File: src/rtl/global_pkg.sv
// Project-wide boolean constants shared by all blocks.
package global_pkg;

    localparam logic TRUE  = 1'b1;
    localparam logic FALSE = 1'b0;

endpackage

File: src/rtl/uart_pkg.sv
// Shared UART types: receiver FSM encoding and frame geometry.
package uart_pkg;

    localparam int unsigned UART_DATA_BITS = 8;

    typedef enum logic [2:0] {
        IDLE,
        START,
        DATA,
        PARITY,
        STOP,
        WAIT_HIGH
    } UART_RX_STATE_e;

endpackage

File: src/rtl/sync_2ff.sv
// Two-flop synchronizer for a single asynchronous input; resets to the idle-high level.
module sync_2ff (
    input  logic clk,
    input  logic rst,
    input  logic d,
    output logic q
);

    logic s1_q, s1_d;
    logic s2_q, s2_d;

    always_comb begin
        s1_d = d;
        s2_d = s1_q;
    end

    always_ff @(posedge clk) begin
        if (rst) begin
            s1_q <= 1'b1;
            s2_q <= 1'b1;
        end else begin
            s1_q <= s1_d;
            s2_q <= s2_d;
        end
    end

    assign q = s2_q;

endmodule

File: src/rtl/uart_rx.sv
// UART receiver: start, 8 data bits LSB first, parity, stop; mid-bit sampling
// with a one-cycle valid strobe and sticky error flags per frame.
module uart_rx
    import uart_pkg::*;
    import global_pkg::*;
#(
    parameter int unsigned CLKS_PER_BIT = 434,
    parameter int unsigned PARITY_ODD   = 0
) (
    input  logic       clk,
    input  logic       rst,
    input  logic       rx,
    output logic [7:0] data_out,
    output logic       rx_valid,
    output logic       parity_error,
    output logic       frame_error,
    output logic       busy
);

    localparam int unsigned TICK_W = $clog2(CLKS_PER_BIT);
    localparam logic [TICK_W-1:0] TICK_LAST = TICK_W'(CLKS_PER_BIT - 1);
    localparam logic [TICK_W-1:0] TICK_MID  = TICK_W'(CLKS_PER_BIT / 2 - 1);
    localparam logic [2:0]        BIT_LAST  = 3'(UART_DATA_BITS - 1);

    logic rx_s;

    UART_RX_STATE_e    state_q, state_d;
    logic [TICK_W-1:0] tick_cnt_q, tick_cnt_d;
    logic [2:0]        bit_cnt_q, bit_cnt_d;
    logic [7:0]        shift_q, shift_d;
    logic              parity_bit_q, parity_bit_d;
    logic [7:0]        data_out_q, data_out_d;
    logic              rx_valid_q, rx_valid_d;
    logic              parity_error_q, parity_error_d;
    logic              frame_error_q, frame_error_d;
    logic              tick_last;

    sync_2ff u_sync (
        .clk (clk),
        .rst (rst),
        .d   (rx),
        .q   (rx_s)
    );

    assign tick_last = (tick_cnt_q == TICK_LAST);

    always_ff @(posedge clk) begin
        if (rst) begin
            state_q        <= IDLE;
            tick_cnt_q     <= '0;
            bit_cnt_q      <= '0;
            shift_q        <= '0;
            parity_bit_q   <= 1'b0;
            data_out_q     <= '0;
            rx_valid_q     <= FALSE;
            parity_error_q <= 1'b0;
            frame_error_q  <= 1'b0;
        end else begin
            state_q        <= state_d;
            tick_cnt_q     <= tick_cnt_d;
            bit_cnt_q      <= bit_cnt_d;
            shift_q        <= shift_d;
            parity_bit_q   <= parity_bit_d;
            data_out_q     <= data_out_d;
            rx_valid_q     <= rx_valid_d;
            parity_error_q <= parity_error_d;
            frame_error_q  <= frame_error_d;
        end
    end

    always_comb begin
        state_d = state_q;
        case (state_q)
            IDLE:      if (!rx_s) state_d = START;
            // A line that is high again at mid start bit was only a glitch.
            START:     if (tick_cnt_q == TICK_MID) state_d = rx_s ? IDLE : DATA;
            DATA:      if (tick_last && bit_cnt_q == BIT_LAST) state_d = PARITY;
            PARITY:    if (tick_last) state_d = STOP;
            STOP:      if (tick_last) state_d = rx_s ? IDLE : WAIT_HIGH;
            WAIT_HIGH: if (rx_s) state_d = IDLE;
            default:   state_d = IDLE;
        endcase
    end

    always_comb begin
        tick_cnt_d     = (state_d != state_q || tick_last) ? '0 : tick_cnt_q + 1'b1;
        bit_cnt_d      = (state_q == DATA) ? bit_cnt_q : '0;
        shift_d        = shift_q;
        parity_bit_d   = parity_bit_q;
        data_out_d     = data_out_q;
        rx_valid_d     = FALSE;
        parity_error_d = parity_error_q;
        frame_error_d  = frame_error_q;
        if (tick_last) begin
            case (state_q)
                DATA: begin
                    shift_d   = {rx_s, shift_q[7:1]};
                    bit_cnt_d = bit_cnt_q + 3'd1;
                end
                PARITY: parity_bit_d = rx_s;
                // Results land one clock after the mid-stop sample, even for bad frames.
                STOP: begin
                    rx_valid_d     = TRUE;
                    data_out_d     = shift_q;
                    parity_error_d = (^shift_q ^ parity_bit_q) != PARITY_ODD[0];
                    frame_error_d  = ~rx_s;
                end
                default: ;
            endcase
        end
    end

    always_comb begin
        busy = (state_q == START) || (state_q == DATA) ||
               (state_q == PARITY) || (state_q == STOP);
    end

    assign data_out     = data_out_q;
    assign rx_valid     = rx_valid_q;
    assign parity_error = parity_error_q;
    assign frame_error  = frame_error_q;

endmodule
File: config.mk
export PLATFORM = sky130hd
export DESIGN_NAME = uart_rx
export DESIGN_NICKNAME = d
export VERILOG_FILES = /design/src/rtl/global_pkg.sv /design/src/rtl/uart_pkg.sv /design/src/rtl/sync_2ff.sv /design/src/rtl/uart_rx.sv
export SDC_FILE = /design/constraint.sdc
export NUM_CORES = 1
export LEC_CHECK = 0
export CAP_MARGIN = 30
export CORE_MARGIN = 2
export CORE_UTILIZATION = 55
export DETAILED_ROUTE_END_ITERATION = 8
export HOLD_SLACK_MARGIN = 0.1
export PLACE_DENSITY = 0.76
export SKIP_CTS_REPAIR_TIMING = 1
export SYNTH_ARGS = -nofsm -noshare
export SYNTH_HDL_FRONTEND = slang
export SYNTH_SLANG_ARGS = --single-unit
File: constraint.sdc
create_clock -name clk -period 3.85 [get_ports clk]
set_input_delay 0.9625 -clock clk [delete_from_list [all_inputs] [get_ports clk]]
set_output_delay 0.9625 -clock clk [all_outputs]
set_load 0.01 [all_outputs]
==> tab_implementation.tex, run 1 <==
\begin{tabular}{lr}
\hline
Metric & Value \\
\hline
\multicolumn{2}{l}{\textbf{Outcome}} \\
Result of the run & completed \\
\multicolumn{2}{l}{\textbf{Global routing}} \\
First-pass GRT wire length & around 5500 um \\
Largest net degree at the start of global routing & 29 \\
Total congestion overflow & 0 \\
All-layer global routing usage & between 20\% and 30\% \\
Number of antenna violations at the first check in global routing & 0 \\
Via count of the first global-routing pass & approximately 1,200 \\
\multicolumn{2}{l}{\textbf{Place}} \\
Number of buffer cells added on primary ports & 14 \\
Placer Congestion & approximately 0.8 \\
Post-detail-place hpwl & $\sim$2200 um \\
Standard cell area after detailed placement & between 1500 and 2000 um\^{}2 \\
\multicolumn{2}{l}{\textbf{Power}} \\
Power density over cell area & 323 nW/um\^{}2 \\
Static leakage power & $\sim$0.00066 uW \\
Internal portion of total power & 487 uW \\
Relative contribution of the clock network to total power & about a third \\
Switching part of the total & a little under a quarter \\
Part of the power in combinational logic & 4.9\% \\
Power dissipated by switching net loads & about 140 uW \\
Flop pwr share & between 60\% and 70\% \\
Maximum vdd ir drop & between 200 and 250 uV \\
\multicolumn{2}{l}{\textbf{Setup path}} \\
Worst Setup Start Kind & flop \\
Biggest fanout along the worst timing path & 15 \\
CP arrival & about 1800 ps \\
Worst setup path category & reg -> out \\
Crit path required time & a little under 3000 ps \\
Sort of element at the end of the critical path & output port \\
\multicolumn{2}{l}{\textbf{Logic synthesis}} \\
Async S/R FF share, synth & 0\% \\
Synthesis warning total & 0 \\
Share of synthesized area occupied by flip-flops and latches & around 43\% \\
Mapped Cells & between 150 and 200 \\
Summed instance area of the synthesized netlist & around 1700 um\^{}2 \\
Most used flip-flop cell after synthesis & dfxtp\_1 \\
Number of synthesized flops with an enable pin & 0 \\
Mean area per synthesized cell & a little over 10 um\^{}2 \\
Register bit count reported by yosys & 37 \\
Post-synth net total & 180 \\
Yosys cell types & 39 \\
\multicolumn{2}{l}{\textbf{Finish}} \\
Fraction of final layout cells with drive strength greater than 1 & 10.2\% \\
Number of filler cells placed in the layout & about 250 \\
Combined area of the multi-input logic cells & $\sim$930 um\^{}2 \\
Fin util & 64.3\% \\
Fin area & between 1500 and 2000 um\^{}2 \\
Layout overhead on the synthesized area & 12.0\% \\
Storage element area & roughly 740 um\^{}2 \\
Layout Nets & 194 \\
Antenna diode count & 0 \\
\multicolumn{2}{l}{\textbf{Clocking}} \\
Number of buffers created by CTS & 5 \\
CTS clock-pin slew for the worst setup and hold paths & around 100 ps \\
Clock root buffer & clkbuf\_4 \\
H-tree level count & 2 \\
Clk buf depth & 2 \\
Clock sink total & 37 \\
Clock tree from TritonCTS & yes \\
Worst-skew pair later-pin latency & between 300 and 400 ps \\
\multicolumn{2}{l}{\textbf{STA}} \\
Min Tclk post-route & $\sim$2800 ps \\
Largest clock skew in the final design & between 7 and 8 ps \\
Transition time at the pin with the least slew margin & 816 ps \\
Sum of negative setup slack & 0 ps \\
Final Max Tran Viols & 0 \\
Final number of setup-violating endpoints & 0 \\
Final cycle utilization of the critical path & about 73\% \\
Highest clock frequency the design can meet & 356 MHz \\
Endpoints failing hold & 0 \\
Worst-case headroom to the max-slew limit & a little under half \\
RSZ-0062 raised after global routing & false \\
\multicolumn{2}{l}{\textbf{Detailed routing}} \\
Average wire per cell in the routed design & around 14 um \\
Number of violations reported at the end of detailed-routing iteration 0 & 52 \\
Iteration count of the initial detailed-routing pass & 4 \\
DR vias/cell & $\sim$5.4 \\
DRC & 0 \\
Count of antenna-violating nets left after detailed routing & 0 \\
Overall via count from detail\_route & roughly 1,300 \\
Wirelength, routed & just over 3000 um \\
\multicolumn{2}{l}{\textbf{Floorplanning}} \\
Effective utilization at floorplan & between 50\% and 60\% \\
Core Rows & 20 \\
Die height & approximately 60 um \\
Core box area & between 3000 and 4000 um\^{}2 \\
Die area & between 3000 and 4000 um\^{}2 \\
I/O pin count & 15 \\
Chip Width & approximately 60 um \\
\multicolumn{2}{l}{\textbf{Flow run}} \\
Number of max-capacitance violations reported & 0 \\
\multicolumn{2}{l}{\textbf{Hold path}} \\
Hold/Removal Path Class & reg -> reg \\
\hline
\end{tabular}
layout make-up:
type,instances,area share [%]
inverters,2,0.386
multi-input cells,124,47.9
clock buffers,7,2.83
flip-flops and latches,37,38.0
well taps,44,2.83
repair buffers,16,7.97
registers in the layout (all words and copies together) (netlist names):
signal / cells
parity_error: 1
bit_cnt_q: 3
state_q: 3
u_sync.s1_q: 1
shift_q: 8
u_sync.q: 1
rx_valid: 1
frame_error: 1
tick_cnt_q: 9
parity_bit_q: 1
data_out: 8
path summary, 6_finish.rpt:
path / cells past startpoint / to / slack [ps] / startpoint
hold reg to reg: 1 / u_sync.q / 410 / u_sync.s1_q
hold / removal: 1 / u_sync.q / 410 / u_sync.s1_q
setup / recovery: 3 / busy / 1040 / state_q[0]
setup reg to reg: 7 / shift_q[3] / 1510 / tick_cnt_q[0]
layout by cell type, fill, tap and decap left out, types with 2 or more instances in the layout:
cell             synthesis  layout
nand2b_1                 3       3
nand2_1                  5       5
o21ai_0                  2       2
xnor2_1                  9       9
a211oi_1                 3       3
buf_4                    0       2
nand3b_1                 2       2
nor2b_1                  3       3
and3_1                   2       2
dfxtp_1                 37      37
ha_1                     5       5
inv_1                    2       2
nor2_1                  24      24
a21oi_1                  8       8
xor2_1                   6       6
clkdlybuf4s50_1          0      14
or2_2                    3       3
clkbuf_4                 0       5
mux2i_1                 21      21
nand4b_1                 2       2
nand3_1                  7       7
power groups by stage:
stage                     registers [uW]  clock network, uW  logic [uW]
final                                395                204        30.6
after detailed placement             404                  0        30.4
after CTS                            395                214        30.7
after floorplan                      400                  0        23.9
after global routing                 397                227        35.0
after global placement               403                  0        29.2
cell families (layout without fill, tap and decap cells):
kind of cell / after synthesis / in the layout / share of synthesized area [%]
and+or+nand+nor: 59 / 59 / 19.4
DFF: 37 / 37 / 42.6
AOI/OAI and AO/OA: 22 / 22 / 9.07
muxes: 22 / 22 / 12.7
xor gates and xnor gates: 16 / 16 / 8.86
buffers and inverters: 11 / 25 / 3.67
adders and majority gates: 5 / 5 / 3.60
critical path: stages (launching register included):
cell and delay, ps:
dfxtp_1 610, or2_2 210, xor2_1 140, clkdlybuf4s50_1 550
cell usage after synthesis (3+ instances only):
library cell | count | area (um^2)
clkbuf_1 | 6 | 22.5
xor2_1 | 6 | 52.6
nand2_1 | 5 | 18.8
or2_2 | 3 | 18.8
buf_6 | 3 | 33.8
nor2_1 | 24 | 90.1
a211oi_1 | 3 | 22.5
nand3_1 | 7 | 35.0
ha_1 | 5 | 62.6
nor2b_1 | 3 | 18.8
a21oi_1 | 8 | 40.0
mux2i_1 | 21 | 210
nand2b_1 | 3 | 18.8
dfxtp_1 | 37 | 741
xnor2_1 | 9 | 78.8
stage by stage:
stage	setup WS [ps]	hold WS, ps	std cells	total power [uW]
2_1_floorplan	1860	389	172	424
3_3_place_gp	1350	393	223	432
3_5_place_dp	1200	394	223	434
4_1_cts	1040	414	230	639
5_1_grt	940	435	230	659
6_report	1040	414	230	629
per-layer routing:
| metal | up-vias | wire length, um | GRT usage (%) |
|---|---|---|---|
| li1 | 626 | - | - |
| met1 | 602 | 1410 | 26.4 |
| met2 | 20 | 1550 | 33.2 |
| met3 | 4 | 115 | 5.84 |
| met4 | 0 | 35 | 5.71 |
| met5 | - | 0 | 0 |
Note: power is estimated with default switching activity, not from simulation.
==> run 2: changes to the inputs <==
==> constraint.sdc (replaced) <==
create_clock -name clk -period 2.6 [get_ports clk]
set_input_delay 0.65 -clock clk [delete_from_list [all_inputs] [get_ports clk]]
set_output_delay 0.65 -clock clk [all_outputs]
set_load 0.01 [all_outputs]
==> run 2 against run 1 <==
Against the previous run: hold slack improved by 51 ps; clock-buffer cell count is the same; first-iteration DRC count is 71% higher; cell area rose by 0.45%; cell count is 0.43% higher; register-to-register slack lost 1200 ps; via count up 1.8%; utilization up 0.29 points; power grew 48%; die area stayed put; critical path type unchanged.
==> tab_implementation.tex, run 2 (same netlist as run 1, synthesis figures left out) <==
\begin{tabular}{lr}
\hline
Metric & Value \\
\hline
\multicolumn{2}{l}{\textbf{Outcome}} \\
Result of the run & completed \\
\multicolumn{2}{l}{\textbf{Global routing}} \\
Total congestion overflow & 0 \\
First-pass GRT wire length & $\sim$5600 um \\
Number of antenna violations at the first check in global routing & 0 \\
Largest net degree at the start of global routing & 28 \\
Via count of the first global-routing pass & between 1,000 and 1,500 \\
All-layer global routing usage & around a fifth \\
\multicolumn{2}{l}{\textbf{STA}} \\
Highest clock frequency the design can meet & slightly above 400 MHz \\
Worst-case headroom to the max-slew limit & around three fifths \\
Transition time at the pin with the least slew margin & a little under 600 ps \\
Endpoints failing hold & 0 \\
RSZ-0062 raised after global routing & false \\
Final cycle utilization of the critical path & between 90\% and 100\% \\
Final Max Tran Viols & 0 \\
Largest clock skew in the final design & roughly 9 ps \\
Sum of negative setup slack & 0 ps \\
Final number of setup-violating endpoints & 0 \\
Min Tclk post-route & 2450 ps \\
\multicolumn{2}{l}{\textbf{Finish}} \\
Fraction of final layout cells with drive strength greater than 1 & 11.2\% \\
Register with the most flip-flops & tick\_cnt\_q \\
Layout Nets & between 150 and 200 \\
Most frequent cells in the layout & dfxtp\_1 (36), nor2\_1 (24), mux2i\_1 (21), clkdlybuf4s50\_1 (14), xnor2\_1 (9) \\
Layout overhead on the synthesized area & 12.5\% \\
Most common cell after layout, fill and taps aside & dfxtp\_1 \\
Number of filler cells placed in the layout & 255 \\
Storage element area & approximately 740 um\^{}2 \\
Antenna diode count & 0 \\
Max FFs per register & 9 \\
Combined area of the multi-input logic cells & a little over 900 um\^{}2 \\
\multicolumn{2}{l}{\textbf{Floorplanning}} \\
Core Rows & 20 \\
Core box area & between 3000 and 4000 um\^{}2 \\
I/O pin count & 15 \\
Die height & 60.2 um \\
Chip Width & between 60 and 70 um \\
Effective utilization at floorplan & 57.4\% \\
Die area & $\sim$3600 um\^{}2 \\
\multicolumn{2}{l}{\textbf{Power}} \\
Flop pwr share & between 60\% and 70\% \\
Final total power & 929 uW \\
Maximum vdd ir drop & 365 uV \\
Relative contribution of the clock network to total power & roughly a third \\
Part of the power in combinational logic & under 10\% \\
Static leakage power & roughly 0.00066 uW \\
Switching part of the total & 22.3\% \\
Power dissipated by switching net loads & approximately 210 uW \\
Power density over cell area & 475 nW/um\^{}2 \\
Internal portion of total power & 722 uW \\
\multicolumn{2}{l}{\textbf{Flow run}} \\
Number of max-capacitance violations reported & 0 \\
\multicolumn{2}{l}{\textbf{Clocking}} \\
Number of buffers created by CTS & 5 \\
Worst-skew pair later-pin latency & between 300 and 400 ps \\
Clock tree from TritonCTS & yes \\
CTS clock-pin slew for the worst setup and hold paths & around 100 ps \\
H-tree level count & 2 \\
Clk buf depth & 2 \\
Clock sink total & 37 \\
Clock root buffer & clkbuf\_4 \\
\multicolumn{2}{l}{\textbf{Detailed routing}} \\
Iteration count of the initial detailed-routing pass & 4 \\
Average wire per cell in the routed design & approximately 14 um \\
DR vias/cell & about 5.5 \\
DRC & 0 \\
Overall via count from detail\_route & 1,275 \\
Count of antenna-violating nets left after detailed routing & 0 \\
Number of violations reported at the end of detailed-routing iteration 0 & 89 \\
Wirelength, routed & 3270 um \\
\multicolumn{2}{l}{\textbf{Setup path}} \\
Sort of element at the end of the critical path & output port \\
Worst Reg-to-Reg Cells & 6 \\
Source of the critical timing path & state\_q[1] \\
RR Startpoint & tick\_cnt\_q[0] \\
Worst setup path category & reg -> out \\
End of the worst register-to-register path & tick\_cnt\_q[5] \\
Crit path required time & 1950 ps \\
CP arrival & 1800 ps \\
Biggest fanout along the worst timing path & 13 \\
Worst Setup Start Kind & flop \\
Capturing element of the worst setup path & busy \\
Reg2Reg Setup Slack & between 300 and 400 ps \\
\multicolumn{2}{l}{\textbf{Place}} \\
Post-detail-place hpwl & between 2000 and 2500 um \\
Placer Congestion & around 0.82 \\
Number of buffer cells added on primary ports & 14 \\
\multicolumn{2}{l}{\textbf{Hold path}} \\
Hold/Removal Path Class & reg -> reg \\
\hline
\end{tabular}
run 2: changes by cell type in the layout (fill, tap and decap cells not counted):
cell	previous run	this run
dfxtp_2	0	1
buf_4	2	3
dfxtp_1	37	36
run 2: worst max-delay path, cell delays in order, from the launching register on:
cell and delay (ps):
dfxtp_1 430, or2_2 360, xor2_1 130, clkdlybuf4s50_1 550
run 2: through the flow:
step	setup WS [ps]	cell area [um^2]	util (%)	instances	hold slack (ps)
3_5_place_dp	409	1900	62.7	224	430
3_3_place_gp	511	1900	62.7	224	396
4_1_cts	67.1	1950	64.5	231	456
5_1_grt	9.76	1960	64.6	231	474
2_1_floorplan	759	1740	-	172	389
6_report	147	1960	64.6	231	465
run 2: routing by layer:
metal  up-vias  GRT usage (%)  part of all wire (%)
li1        629              -                     -
met5         -              0                     0
met4         0           9.52                   1.1
met2        29           33.9                    51
met3         6           6.71                   3.5
met1       611           25.4                    44
run 2: power by group through the flow:
stage               Sequential, uW  Combinational (uW)  Clock (uW)
finish                         585                45.6         299
global placement               596                43.8           0
global route                   586                51.7         340
CTS                            584                45.7         312
floorplan                      593                35.4           0
detailed placement             597                45.5           0
run 2: worst min-delay path by stage:
stage / start / endpoint / slack, ps / depth (start not counted)
global placement: u_sync.s1_q / u_sync.q / 400 / 1
global route: u_sync.s1_q / u_sync.q / 470 / 1
floorplan: u_sync.s1_q / u_sync.q / 390 / 1
finish: u_sync.s1_q / u_sync.q / 460 / 1
detailed placement: u_sync.s1_q / u_sync.q / 430 / 1
CTS: u_sync.s1_q / u_sync.q / 460 / 1
run 2: cell type report:
class / instances / area share [%]
flip-flops and latches: 37 / 37.9
inverters: 2 / 0.384
well taps: 44 / 2.82
repair buffers: 17 / 8.32
multi-input cells: 124 / 47.7
clock buffers: 7 / 2.82
==> run 3: changes to the inputs <==
--- a/config.mk
+++ b/config.mk
@@ -6,12 +6,14 @@
 export NUM_CORES = 1
 export LEC_CHECK = 0
 export CAP_MARGIN = 30
+export CORE_ASPECT_RATIO = 0.6
 export CORE_MARGIN = 2
 export CORE_UTILIZATION = 55
 export DETAILED_ROUTE_END_ITERATION = 8
 export HOLD_SLACK_MARGIN = 0.1
-export PLACE_DENSITY = 0.76
+export PLACE_DENSITY = 0.85
 export SKIP_CTS_REPAIR_TIMING = 1
 export SYNTH_ARGS = -nofsm -noshare
 export SYNTH_HDL_FRONTEND = slang
 export SYNTH_SLANG_ARGS = --single-unit
+export TNS_END_PERCENT = 20
==> run 3 against run 2 <==
Against the previous run: sequential share of layout area decreased by 0.52 points; largest cell class unchanged; cell area increased by 1.2%; via count is 2.6% higher.
==> tab_implementation.tex, run 3 (same netlist as run 1, synthesis figures left out) <==
\begin{tabular}{lr}
\hline
Metric & Value \\
\hline
\multicolumn{2}{l}{\textbf{Finish}} \\
Most common cell after layout, fill and taps aside & dfxtp\_1 \\
Combined area of the multi-input logic cells & $\sim$930 um\^{}2 \\
Max FFs per register & 9 \\
Final cell count without fillers & 230 \\
Storage element area & 741 um\^{}2 \\
Register with the most flip-flops & tick\_cnt\_q \\
Fin area & $\sim$2000 um\^{}2 \\
Most frequent cells in the layout & dfxtp\_1 (37), nor2\_1 (24), mux2i\_1 (21), clkdlybuf4s50\_1 (14), xnor2\_1 (9) \\
Number of filler cells placed in the layout & about 240 \\
Fraction of final layout cells with drive strength greater than 1 & 11.2\% \\
Layout overhead on the synthesized area & 13.9\% \\
Antenna diode count & 0 \\
Layout Nets & 195 \\
\multicolumn{2}{l}{\textbf{Clocking}} \\
Clk buf depth & 2 \\
Clock sink total & 37 \\
Worst-skew pair later-pin latency & between 200 and 300 ps \\
Number of buffers created by CTS & 5 \\
CTS clock-pin slew for the worst setup and hold paths & 70 ps \\
Clock tree from TritonCTS & yes \\
Clock root buffer & clkbuf\_8 \\
H-tree level count & 2 \\
\multicolumn{2}{l}{\textbf{Global routing}} \\
Largest net degree at the start of global routing & 28 \\
Number of antenna violations at the first check in global routing & 0 \\
All-layer global routing usage & around a fifth \\
Via count of the first global-routing pass & $\sim$1,200 \\
First-pass GRT wire length & 5560 um \\
Total congestion overflow & 0 \\
\multicolumn{2}{l}{\textbf{STA}} \\
Transition time at the pin with the least slew margin & roughly 530 ps \\
Min Tclk post-route & 2480 ps \\
Highest clock frequency the design can meet & slightly above 400 MHz \\
Final cycle utilization of the critical path & a little over nine tenths \\
Endpoints failing hold & 0 \\
Final number of setup-violating endpoints & 0 \\
RSZ-0062 raised after global routing & false \\
Worst-case headroom to the max-slew limit & about 65\% \\
Largest clock skew in the final design & 6.41 ps \\
Sum of negative setup slack & 0 ps \\
Final Max Tran Viols & 0 \\
\multicolumn{2}{l}{\textbf{Setup path}} \\
Biggest fanout along the worst timing path & 15 \\
Worst Setup Start Kind & flop \\
CP arrival & about 1800 ps \\
Worst setup path category & reg -> out \\
Sort of element at the end of the critical path & output port \\
Crit path required time & $\sim$2000 ps \\
\multicolumn{2}{l}{\textbf{Place}} \\
Number of buffer cells added on primary ports & 14 \\
Post-detail-place hpwl & 2450 um \\
Cells after DPL & 222 \\
Standard cell area after detailed placement & 1900 um\^{}2 \\
Placer Congestion & 0.835 \\
\multicolumn{2}{l}{\textbf{Detailed routing}} \\
DR vias/cell & between 5 and 6 \\
Wirelength, routed & about 3500 um \\
Average wire per cell in the routed design & 15.2 um \\
Count of antenna-violating nets left after detailed routing & 0 \\
Overall via count from detail\_route & 1,308 \\
Number of violations reported at the end of detailed-routing iteration 0 & 124 \\
Iteration count of the initial detailed-routing pass & 4 \\
DRC & 0 \\
\multicolumn{2}{l}{\textbf{Flow run}} \\
Number of max-capacitance violations reported & 0 \\
\multicolumn{2}{l}{\textbf{Outcome}} \\
Result of the run & completed \\
\multicolumn{2}{l}{\textbf{Floorplanning}} \\
Effective utilization at floorplan & about three fifths \\
Die height & around 48 um \\
Chip Width & 76.6 um \\
I/O pin count & 15 \\
Core box area & a little under 3000 um\^{}2 \\
Core Rows & 15 \\
Die area & $\sim$3600 um\^{}2 \\
\multicolumn{2}{l}{\textbf{Hold path}} \\
Hold/Removal Path Class & reg -> reg \\
\multicolumn{2}{l}{\textbf{Power}} \\
Static leakage power & 0.000675 uW \\
Power density over cell area & 509 nW/um\^{}2 \\
Maximum vdd ir drop & 268 uV \\
\hline
\end{tabular}
## run 3: cell count changes in the layout (fill, tap and decap cells not counted)
cell / before / now
clkbuf_4: 5 / 0
clkinv_2: 0 / 2
dfxtp_2: 1 / 0
clkbuf_8: 1 / 5
dfxtp_1: 36 / 37
## run 3: area by class of cell
type / count / area share, %
clock buffers: 6 / 3.67
multi-input cells: 124 / 47.2
well taps: 42 / 2.65
repair buffers: 17 / 8.22
flip-flops and latches: 37 / 37.4
clock inverters: 2 / 0.506
inverters: 2 / 0.379
## run 3: critical path, stage by stage, from the launching register on
cell and delay, ps:
dfxtp_1 620, or2_2 220, xor2_1 160, clkdlybuf4s50_1 560
## run 3: per-layer routing
layer	share of wire, %	wire length (um)	global-route usage [%]
met5	0	0	0
met4	1.1	37	8.73
met3	6.3	222	5.09
met2	46	1610	32.9
met1	47	1630	27.4
## run 3: worst paths after layout
path                 startpoint             to  slack [ps]  depth (start not counted)
hold / removal      u_sync.s1_q       u_sync.q         420                          1
hold reg to reg     u_sync.s1_q       u_sync.q         420                          1
setup / recovery     state_q[0]           busy         120                          3
setup reg to reg  tick_cnt_q[0]  tick_cnt_q[5]         360                          6
## run 3: where the power goes
part | switching [uW] | leakage, uW | total, uW | internal [uW]
clock | 190 | 0.0000450 | 375 | 185
sequential | 11.1 | 0.000299 | 585 | 574
combinational | 27.3 | 0.000331 | 48.0 | 20.7
total | 228 | 0.000675 | 1010 | 780
## run 3: per-stage QoR
step	power, uW	hold WS, ps	setup slack, ps	util, %
after global placement	640	398	498	64.4
after global routing	1050	439	47.2	67.2
after CTS	1020	424	142	67.2
final	1010	418	121	67.2
after detailed placement	644	401	422	64.4
after floorplan	628	389	759	-
